### config.mk
export PLATFORM = sky130hd
export DESIGN_NAME = keypad_scanner
export DESIGN_NICKNAME = d
export VERILOG_FILES = /design/src/rtl/keypad_scanner.sv
export SDC_FILE = /design/constraint.sdc
export NUM_CORES = 1
export LEC_CHECK = 0
export CORE_ASPECT_RATIO = 1.75
export CORE_MARGIN = 4
export CORE_UTILIZATION = 31
export DETAILED_ROUTE_END_ITERATION = 8
export GPL_ROUTABILITY_DRIVEN = 0
export PLACE_DENSITY_LB_ADDON = 0.3
export SYNTH_ARGS = -nofsm -noshare
export SYNTH_HDL_FRONTEND = slang
export SYNTH_SLANG_ARGS = --single-unit
### constraint.sdc
create_clock -name clk -period 2.8 [get_ports clk]
set_input_delay 0.28 -clock clk [delete_from_list [all_inputs] [get_ports clk]]
set_output_delay 0.28 -clock clk [all_outputs]
set_load 0.01 [all_outputs]
### src/rtl/keypad_scanner.sv
// Column scanner and row debouncer for the 4x3 lock keypad.
// Emits the accepted key code plus key-valid and key-still-held levels.
module keypad_scanner #(
    parameter int unsigned SCAN_DIV = 1000,
    parameter int unsigned DEBOUNCE = 4
) (
    input  logic       clk,
    input  logic       reset_1,
    input  logic [3:0] Row,
    output logic [2:0] Col,
    output logic [3:0] Code_1,
    output logic       Valid_1,
    output logic       S_Row
);

    localparam int unsigned WIN_W = (SCAN_DIV > 1) ? $clog2(SCAN_DIV) : 1;
    localparam int unsigned CNT_W = $clog2(DEBOUNCE + 1);
    localparam logic [WIN_W-1:0] WIN_LAST = WIN_W'(SCAN_DIV - 1);
    localparam logic [CNT_W-1:0] CNT_DONE = CNT_W'(DEBOUNCE);

    typedef enum logic [1:0] {
        SCAN    = 2'd0,
        PRESS   = 2'd1,
        HELD    = 2'd2,
        RELEASE = 2'd3
    } state_e;

    state_e           state_q, state_d;
    logic [3:0]       row_meta_q, row_sync_q;
    logic [WIN_W-1:0] win_q, win_d;
    logic [CNT_W-1:0] cnt_q, cnt_d;
    logic [1:0]       key_row_q, key_row_d;
    logic [2:0]       col_q, col_d;
    logic [3:0]       code_q, code_d;
    logic             valid_q, valid_d;
    logic             s_row_q, s_row_d;

    logic             sample_c;
    logic             single_c;
    logic             same_c;
    logic [1:0]       row_idx_c;
    logic [1:0]       col_pos_c;
    logic [2:0]       col_rot_c;
    logic [CNT_W-1:0] cnt_inc_c;

    function automatic logic [3:0] key_code(input logic [1:0] r, input logic [1:0] c);
        logic [3:0] code;
        if (r == 2'd3) begin
            case (c)
                2'd0:    code = 4'd11;
                2'd1:    code = 4'd0;
                default: code = 4'd10;
            endcase
        end else begin
            code = ({2'b00, r} * 4'd3) + {2'b00, c} + 4'd1;
        end
        return code;
    endfunction

    // Only a sample with exactly one low row bit names a key.
    always_comb begin
        single_c  = 1'b0;
        row_idx_c = 2'd0;
        case (row_sync_q)
            4'b1110: begin single_c = 1'b1; row_idx_c = 2'd0; end
            4'b1101: begin single_c = 1'b1; row_idx_c = 2'd1; end
            4'b1011: begin single_c = 1'b1; row_idx_c = 2'd2; end
            4'b0111: begin single_c = 1'b1; row_idx_c = 2'd3; end
            default: ;
        endcase
    end

    assign sample_c  = (win_q == WIN_LAST);
    assign same_c    = single_c && (row_idx_c == key_row_q);
    assign col_rot_c = {col_q[1:0], col_q[2]};
    assign col_pos_c = !col_q[0] ? 2'd0 : (!col_q[1] ? 2'd1 : 2'd2);
    assign cnt_inc_c = cnt_q + CNT_W'(1);

    // Next-state and output logic; all outputs are registered.
    always_comb begin
        state_d   = state_q;
        win_d     = sample_c ? '0 : win_q + WIN_W'(1);
        cnt_d     = cnt_q;
        key_row_d = key_row_q;
        col_d     = col_q;
        code_d    = code_q;
        valid_d   = valid_q;
        s_row_d   = s_row_q;

        case (state_q)
            SCAN: begin
                valid_d = 1'b0;
                if (sample_c) begin
                    if (single_c) begin
                        key_row_d = row_idx_c;
                        cnt_d     = CNT_W'(1);
                        state_d   = PRESS;
                    end else begin
                        col_d = col_rot_c;
                    end
                end
            end
            PRESS: begin
                valid_d = 1'b0;
                if (sample_c) begin
                    if (same_c) begin
                        cnt_d = cnt_inc_c;
                        if (cnt_inc_c == CNT_DONE) begin
                            code_d  = key_code(key_row_q, col_pos_c);
                            cnt_d   = '0;
                            state_d = HELD;
                        end
                    end else begin
                        cnt_d   = '0;
                        col_d   = col_rot_c;
                        state_d = SCAN;
                    end
                end
            end
            HELD: begin
                valid_d = 1'b1;
                if (sample_c && !same_c) begin
                    cnt_d   = CNT_W'(1);
                    state_d = RELEASE;
                end
            end
            RELEASE: begin
                valid_d = 1'b1;
                if (sample_c) begin
                    if (same_c) begin
                        cnt_d   = '0;
                        state_d = HELD;
                    end else begin
                        cnt_d = cnt_inc_c;
                        if (cnt_inc_c == CNT_DONE) begin
                            valid_d = 1'b0;
                            cnt_d   = '0;
                            col_d   = col_rot_c;
                            state_d = SCAN;
                        end
                    end
                end
            end
        endcase

        if (sample_c) begin
            s_row_d = ((state_q == HELD) || (state_q == RELEASE)) && same_c;
        end
    end

    always_ff @(posedge clk or negedge reset_1) begin
        if (!reset_1) begin
            state_q    <= SCAN;
            row_meta_q <= 4'b1111;
            row_sync_q <= 4'b1111;
            win_q      <= '0;
            cnt_q      <= '0;
            key_row_q  <= 2'd0;
            col_q      <= 3'b110;
            code_q     <= 4'd0;
            valid_q    <= 1'b0;
            s_row_q    <= 1'b0;
        end else begin
            state_q    <= state_d;
            row_meta_q <= Row;
            row_sync_q <= row_meta_q;
            win_q      <= win_d;
            cnt_q      <= cnt_d;
            key_row_q  <= key_row_d;
            col_q      <= col_d;
            code_q     <= code_d;
            valid_q    <= valid_d;
            s_row_q    <= s_row_d;
        end
    end

    assign Col     = col_q;
    assign Code_1  = code_q;
    assign Valid_1 = valid_q;
    assign S_Row   = s_row_q;

endmodule
* Yosys cells after proc, flatten, opt, wreduce, memory -nomap -nowiden
Cells that the tools add are included.
Word-level totals: register bits 34, input bits 6
Operators by class: $add $sub $neg 4, multiply operators 1, equality and inequality tests 23, mux-type cells 38, reduce and logical (&&, ||, !) cells 15
Operators by type and width (number):
- 3-bit two-way mux | 15
- 2-bit two-way mux | 11
- 2-bit inequality test (second input constant) | 9
- 4-bit equality test (second input constant) | 3
- 3-bit case mux with 4 select lines | 1
- 10-bit by 1-bit adder with 10-bit output (second input constant) | 1
- 10-bit equality test (second input constant) | 1
- 10-bit two-way mux | 1
- 3-bit case mux with 3 select lines | 1
- 2-bit case mux with 4 select lines | 1
- 4-bit case mux with 2 select lines | 1
- 8-bit AND reduction | 1
- 7-bit AND reduction | 1
- 2-bit equality test (second input constant) | 3
- 3-bit inequality test (second input constant) | 2
- 2-bit case mux with 3 select lines | 1
- 5-bit AND reduction | 1
- 4-bit by 1-bit adder with 4-bit output (second input constant) | 1
- 4-bit by 2-bit adder with 4-bit output | 1
- 2-bit by 1-bit equality test with 1-bit output (second input constant) | 2
- 4-bit by 3-bit equality test with 1-bit output (second input constant) | 1
- 2-bit zero test | 2
- 2-bit by 2-bit multiplier with 4-bit output (second input constant) | 1
- 1-bit two-way mux | 4
- 13 further kinds | 15

* Depth between registers and ports, before layout
depth in word-level cells 8, depth in mapped cells 9, mapped depth without buffers 9

* Worst setup path after synthesis
OpenSTA, ideal clock, no wires.
path kind reg-to-reg, start reg col_q[1] (netlist: Col[1]), end reg code_q[3] (netlist: Code_1[3]), setup time 0.125 ns, arrival 2.071 ns, data required time 2.675 ns, setup slack 0.604 ns, cell stages (with the launch flop) 8, buffers on the path 0, cell sequence dfstp_2 and2_1 fa_1 ha_1 a21o_1 a211oi_1 a21oi_1 mux2_4
On the way: word-level cells in the longest chain between the ends 5, elaborated cells between the ends (all ways) 8, those cells by class add/sub (2); eq/ne (1); mux (4); reduce/logical (1)
Ends and longest elaborated chain:
- start: declaration | RTL line 33 | logic [2:0] col_q, col_d;
- start signal: assignment | RTL line 170 | col_q <= col_d;
- 2-bit two-way mux (*) (2 in a row) | RTL line 76 | assign col_pos_c = !col_q[0] ? 2'd0 : (!col_q[1] ? 2'd1 : 2'd2);
- 4-bit by 2-bit adder with 4-bit output, or another cell as far along | RTL line 55 | code = ({2'b00, r} * 4'd3) + {2'b00, c} + 4'd1;
- 4-bit by 1-bit adder with 4-bit output / 4-bit case mux with 2 select lines (equally long branches) | RTL line 55, 49
- 4-bit two-way mux (*) | RTL line 48 | if (r == 2'd3) begin
- end signal: assignment | RTL line 171 | code_q <= code_d;
- end: declaration | RTL line 34 | logic [3:0] code_q, code_d;
Every way passes the cells marked *; elsewhere a longest branch is shown, timed or not. A chain may end at the register's enable or synchronous reset.

* Final worst setup path
start reg win_q[0], end reg code_q[1] (netlist: Code_1[1])
On the way: word-level cells in the longest chain between the ends 2
Ends and longest elaborated chain:
- start: declaration | RTL line 30 | logic [WIN_W-1:0] win_q, win_d;
- start signal: assignment | RTL line 167 | win_q <= win_d;
- 10-bit equality test | RTL line 73 | assign sample_c = (win_q == WIN_LAST);
- 4-bit AND reduction (no source line)
Every way passes these cells.

==> metrics.md <==
| Metric | Value |
|---|---|
| Outcome | `complete, no violations` |
| Switching part of the total power | `21.56%` |
| Final antenna-violating net count | `0` |
| WS Path Type | `register to register` |
| Launching element type of the critical path | `register` |
| Synthesis-to-finish area growth | `16.46%` |
| Total of buffers placed on input and output ports | `14` |
| Total setup buffers inserted after CTS | `0` |
| Vias after detailed routing | `1169` |
| Sw power | `0.0001957 W` |
| Filler cell count | `585` |
| Total power after layout | `0.0009075 W` |
| Static Leak | `0.9450 nW` |
| Max frequency | `449.0 MHz` |
| Shortest clock period the worst path allows after layout | `2.227 ns` |
| Clock buffers created by TritonCTS | `5` |
| Initial DRC Count | `30` |
| Mean post-synth cell area | `11.48 um^2` |
| Power Density | `438.0 nW/um^2` |
| Routed wire length per instance | `12.81 um` |
| Post-Place Cells | `240` |
| Antenna cell count | `0` |
| Finished layout cell area | `2072 um^2` |
| Xor/xnor cell area share of the yosys netlist | `4.923%` |
| Max Fanout on Critical Path | `10` |
| Seq pwr share | `56.0%` |
| Vias per cell | `4.714` |
| CTS sink count | `34` |
| Dominant cells by area after synthesis | `dfrtp_1 (34%), dfstp_2 (15%), ha_1 (4.9%)` |
| # DRC | `0` |
| Congestion Overflow GR | `0` |
| Worst reg-to-reg path cell count | `6` |
| Seq/Total Area, Yosys | `48.52%` |
| Clock transition at path regs | `0.07 ns` |
| Syn Inst Count | `155` |
| Post-synthesis instance area | `1779 um^2` |
| Chip height | `108.2 um` |
| Worst Min Path Start | `row_meta_q[2]` |
| Number of nets in the layout | `186` |
| Finished Layout Cells | `248` |
| Synth async-reset ratio | `100.0%` |
| Clock skew | `0.006514 ns` |
| Longest Clk Path Bufs | `2` |
| CTS-repair resized insts | `0` |
| Accumulated negative setup slack | `0 ns` |
| Adder-cell share of the synthesized area | `7.173%` |
| GRT Overall Usage | `10.25%` |
| Primary FF master, synth | `dfrtp_1` |
| CORE AREA | `5585 um^2` |
| Fin. Hold Viols | `0` |
| Fraction of final layout cells with drive strength greater than 1 | `20.93%` |
| Simple-gate share of the synthesized area | `19.97%` |
| Worst rel slew slack | `71.44%` |
| EDFF count, synth | `0` |
| DRT Pass-1 Iters | `3` |
| Minimum setup slack among reg-to-reg paths | `0.57 ns` |
| Number of H-tree levels | `2` |
| Yosys top cell area share | `33.76%` |
| Part of the cycle the worst path needs | `79.53%` |
| Setup-violating endpoint count in the final report | `0` |
| Area of the die | `7064 um^2` |
| Worst path required time | `2.97 ns` |
| Clock root buffer | `clkbuf_8` |
| Vias in the first global route | `1240` |
| Half-perimeter wire length after detailed placement | `2381 um` |
| Fin. max-slew vios | `0` |
| Die Span X | `65.27 um` |
| Slew at the pin closest to its max-slew limit | `0.4266 ns` |
| Multiplexer share of the synthesized area | `6.821%` |
| Source of the worst register-to-register timing path | `win_q[0]` |
| Share of total power in the clock network | `41.1%` |
| Final WL | `3176 um` |
| Combinational family with the most area after synthesis | `simple AND/OR/NAND/NOR gates` |
| Max VDD drop | `0.1980 mV` |
| Synth Register Bits | `34` |
| Count of yosys warnings during synthesis | `0` |
| Total cell area at the placement stage | `1981 um^2` |
| CTS Hold Bufs | `0` |
| Setup repair after global routing missed its margin | `false` |
| Initial core utilization | `31.85%` |
| Path category of the worst min-delay check | `register to register` |
| Synth Area in Compound Gates | `8.579%` |
| Clk Latency, worst-skew pair | `0.28 ns` |
| Post-synthesis net count | `170` |
| Capturing element type of the critical path | `register` |
| Min-Delay Endpoint | `row_sync_q[2]` |
| Internal power summed over all cells | `0.0007118 W` |
| Combinational power share | `2.9%` |
| Floorplan row count | `36` |
| Worst hold slack after final layout | `0.3566 ns` |
| Global-route wire length before repair | `5568 um` |
| Post-synth top area cell | `dfrtp_1` |
| TritonCTS clock tree | `done` |
| Post-synthesis cell type count | `47` |
| Number of antenna violations at the first check in global routing | `0` |
| Max-cap violations | `0` |
| Pin count of the biggest net entering global routing | `35` |
| Worst Hold Path Cells | `0` |
| Num ports | `15` |
| FF-to-FF End | `Code_1[1]` |
| Data arrival time of the worst path | `2.40 ns` |
## synthesized netlist by cell type, types with 2 or more instances
cell      instances
dfrtp_1          24
nor2_1           15
dfstp_2          10
nand3_1          10
nand2_1           9
inv_1             8
xor2_1            8
ha_1              7
o21ai_0           6
a21oi_1           5
buf_4             4
mux2_2            4
and3_1            3
mux2_4            3
a211oi_1          2
a21o_1            2
fa_1              2
mux2i_1           2
nand4_1           2
xnor2_1           2
## cells in the final DEF, fill, tap and decap left out, types with 2 or more instances in the layout
cell type        synthesis  final
nand2_1                  9      9
dfrtp_1                 24     24
xor2_1                   8      8
and3_1                   3      3
mux2i_1                  2      2
o21ai_0                  6      6
nand4_1                  2      2
mux2_4                   3      3
a21o_1                   2      2
ha_1                     7      7
nor2_1                  15     15
dfstp_2                 10     10
nand3_1                 10     10
a211oi_1                 2      2
xnor2_1                  2      2
clkdlybuf4s50_1          0     14
clkbuf_8                 0      6
a21oi_1                  5      5
mux2_2                   4      4
fa_1                     2      2
inv_1                    8      8
## critical path, stage by stage, from the launching register on
cell and delay (ns):
dfrtp_1 0.38, ha_1 0.26, nand4b_4 0.13, nor3b_4 0.30
nand4_4 0.22, nor4b_4 0.49, mux2_4 0.34
## power by group through the flow
stage               combinational (W)  clock (W)  sequential (W)
floorplan                   0.0000117          0        0.000513
global placement            0.0000273          0        0.000516
detailed placement          0.0000274          0        0.000517
CTS                         0.0000276   0.000391        0.000508
global route                0.0000307   0.000408        0.000509
finish                      0.0000261   0.000373        0.000508
## metrics by stage
step | setup slack, ns | util, %
after global placement | 0.5813 | 35.46
after detailed placement | 0.5375 | 35.46
after global routing | 0.4197 | 37.10
after CTS | 0.5425 | 37.10
after floorplan | 0.6035 | -
final | 0.5731 | 37.10
## registers in the layout, summed over array words and instances, names as in the netlist, named ones only
| register | flops |
|---|---|
| Col | 3 |
| row_meta_q | 4 |
| cnt_q | 3 |
| Valid_1 | 1 |
| state_q | 1 |
| row_sync_q | 4 |
| win_q | 10 |
| S_Row | 1 |
| Code_1 | 4 |
| key_row_q | 2 |
## worst max path at each step
stage             start         to  slack (ns)  depth (start not counted)
2_1_floorplan    Col[1]  Code_1[3]        0.60                          7
3_3_place_gp     Col[1]  Code_1[3]        0.58                          7
3_5_place_dp   win_q[0]  Code_1[1]        0.54                          6
4_1_cts        win_q[0]  Code_1[1]        0.54                          6
5_1_grt        win_q[0]  Code_1[2]        0.42                          6
6_report       win_q[0]  Code_1[1]        0.57                          6
## cell type report
class	count	area [um^2]	share of cell area, %
clock inverters	1	5.005	0.2415
repair buffers	15	147.6	7.126
inverters	8	30.03	1.449
multi-input cells	107	844.6	40.76
well taps	76	95.09	4.589
flip-flops and latches	34	863.3	41.67
clock buffers	7	86.33	4.167
## metal layers
metal	routed length (um)	track usage, %	part of all wire, %
met5	0	0	0
met4	89	5.786	2.8
met3	50	1.871	1.6
met2	1840	19.58	58
met1	1195	9.941	38
## kinds of logic (layout without fill, tap and decap cells)
kind of cell,after synthesis,count (layout)
multiplexers,10,10
AO/OA/AOI/OAI,23,23
AND/OR/NAND/NOR,55,55
flip-flops,34,34
XOR/XNOR,10,10
buffers and inverters,14,31
adder cells (fa/ha/maj),9,9
Power figures use the tool's default switching activity.
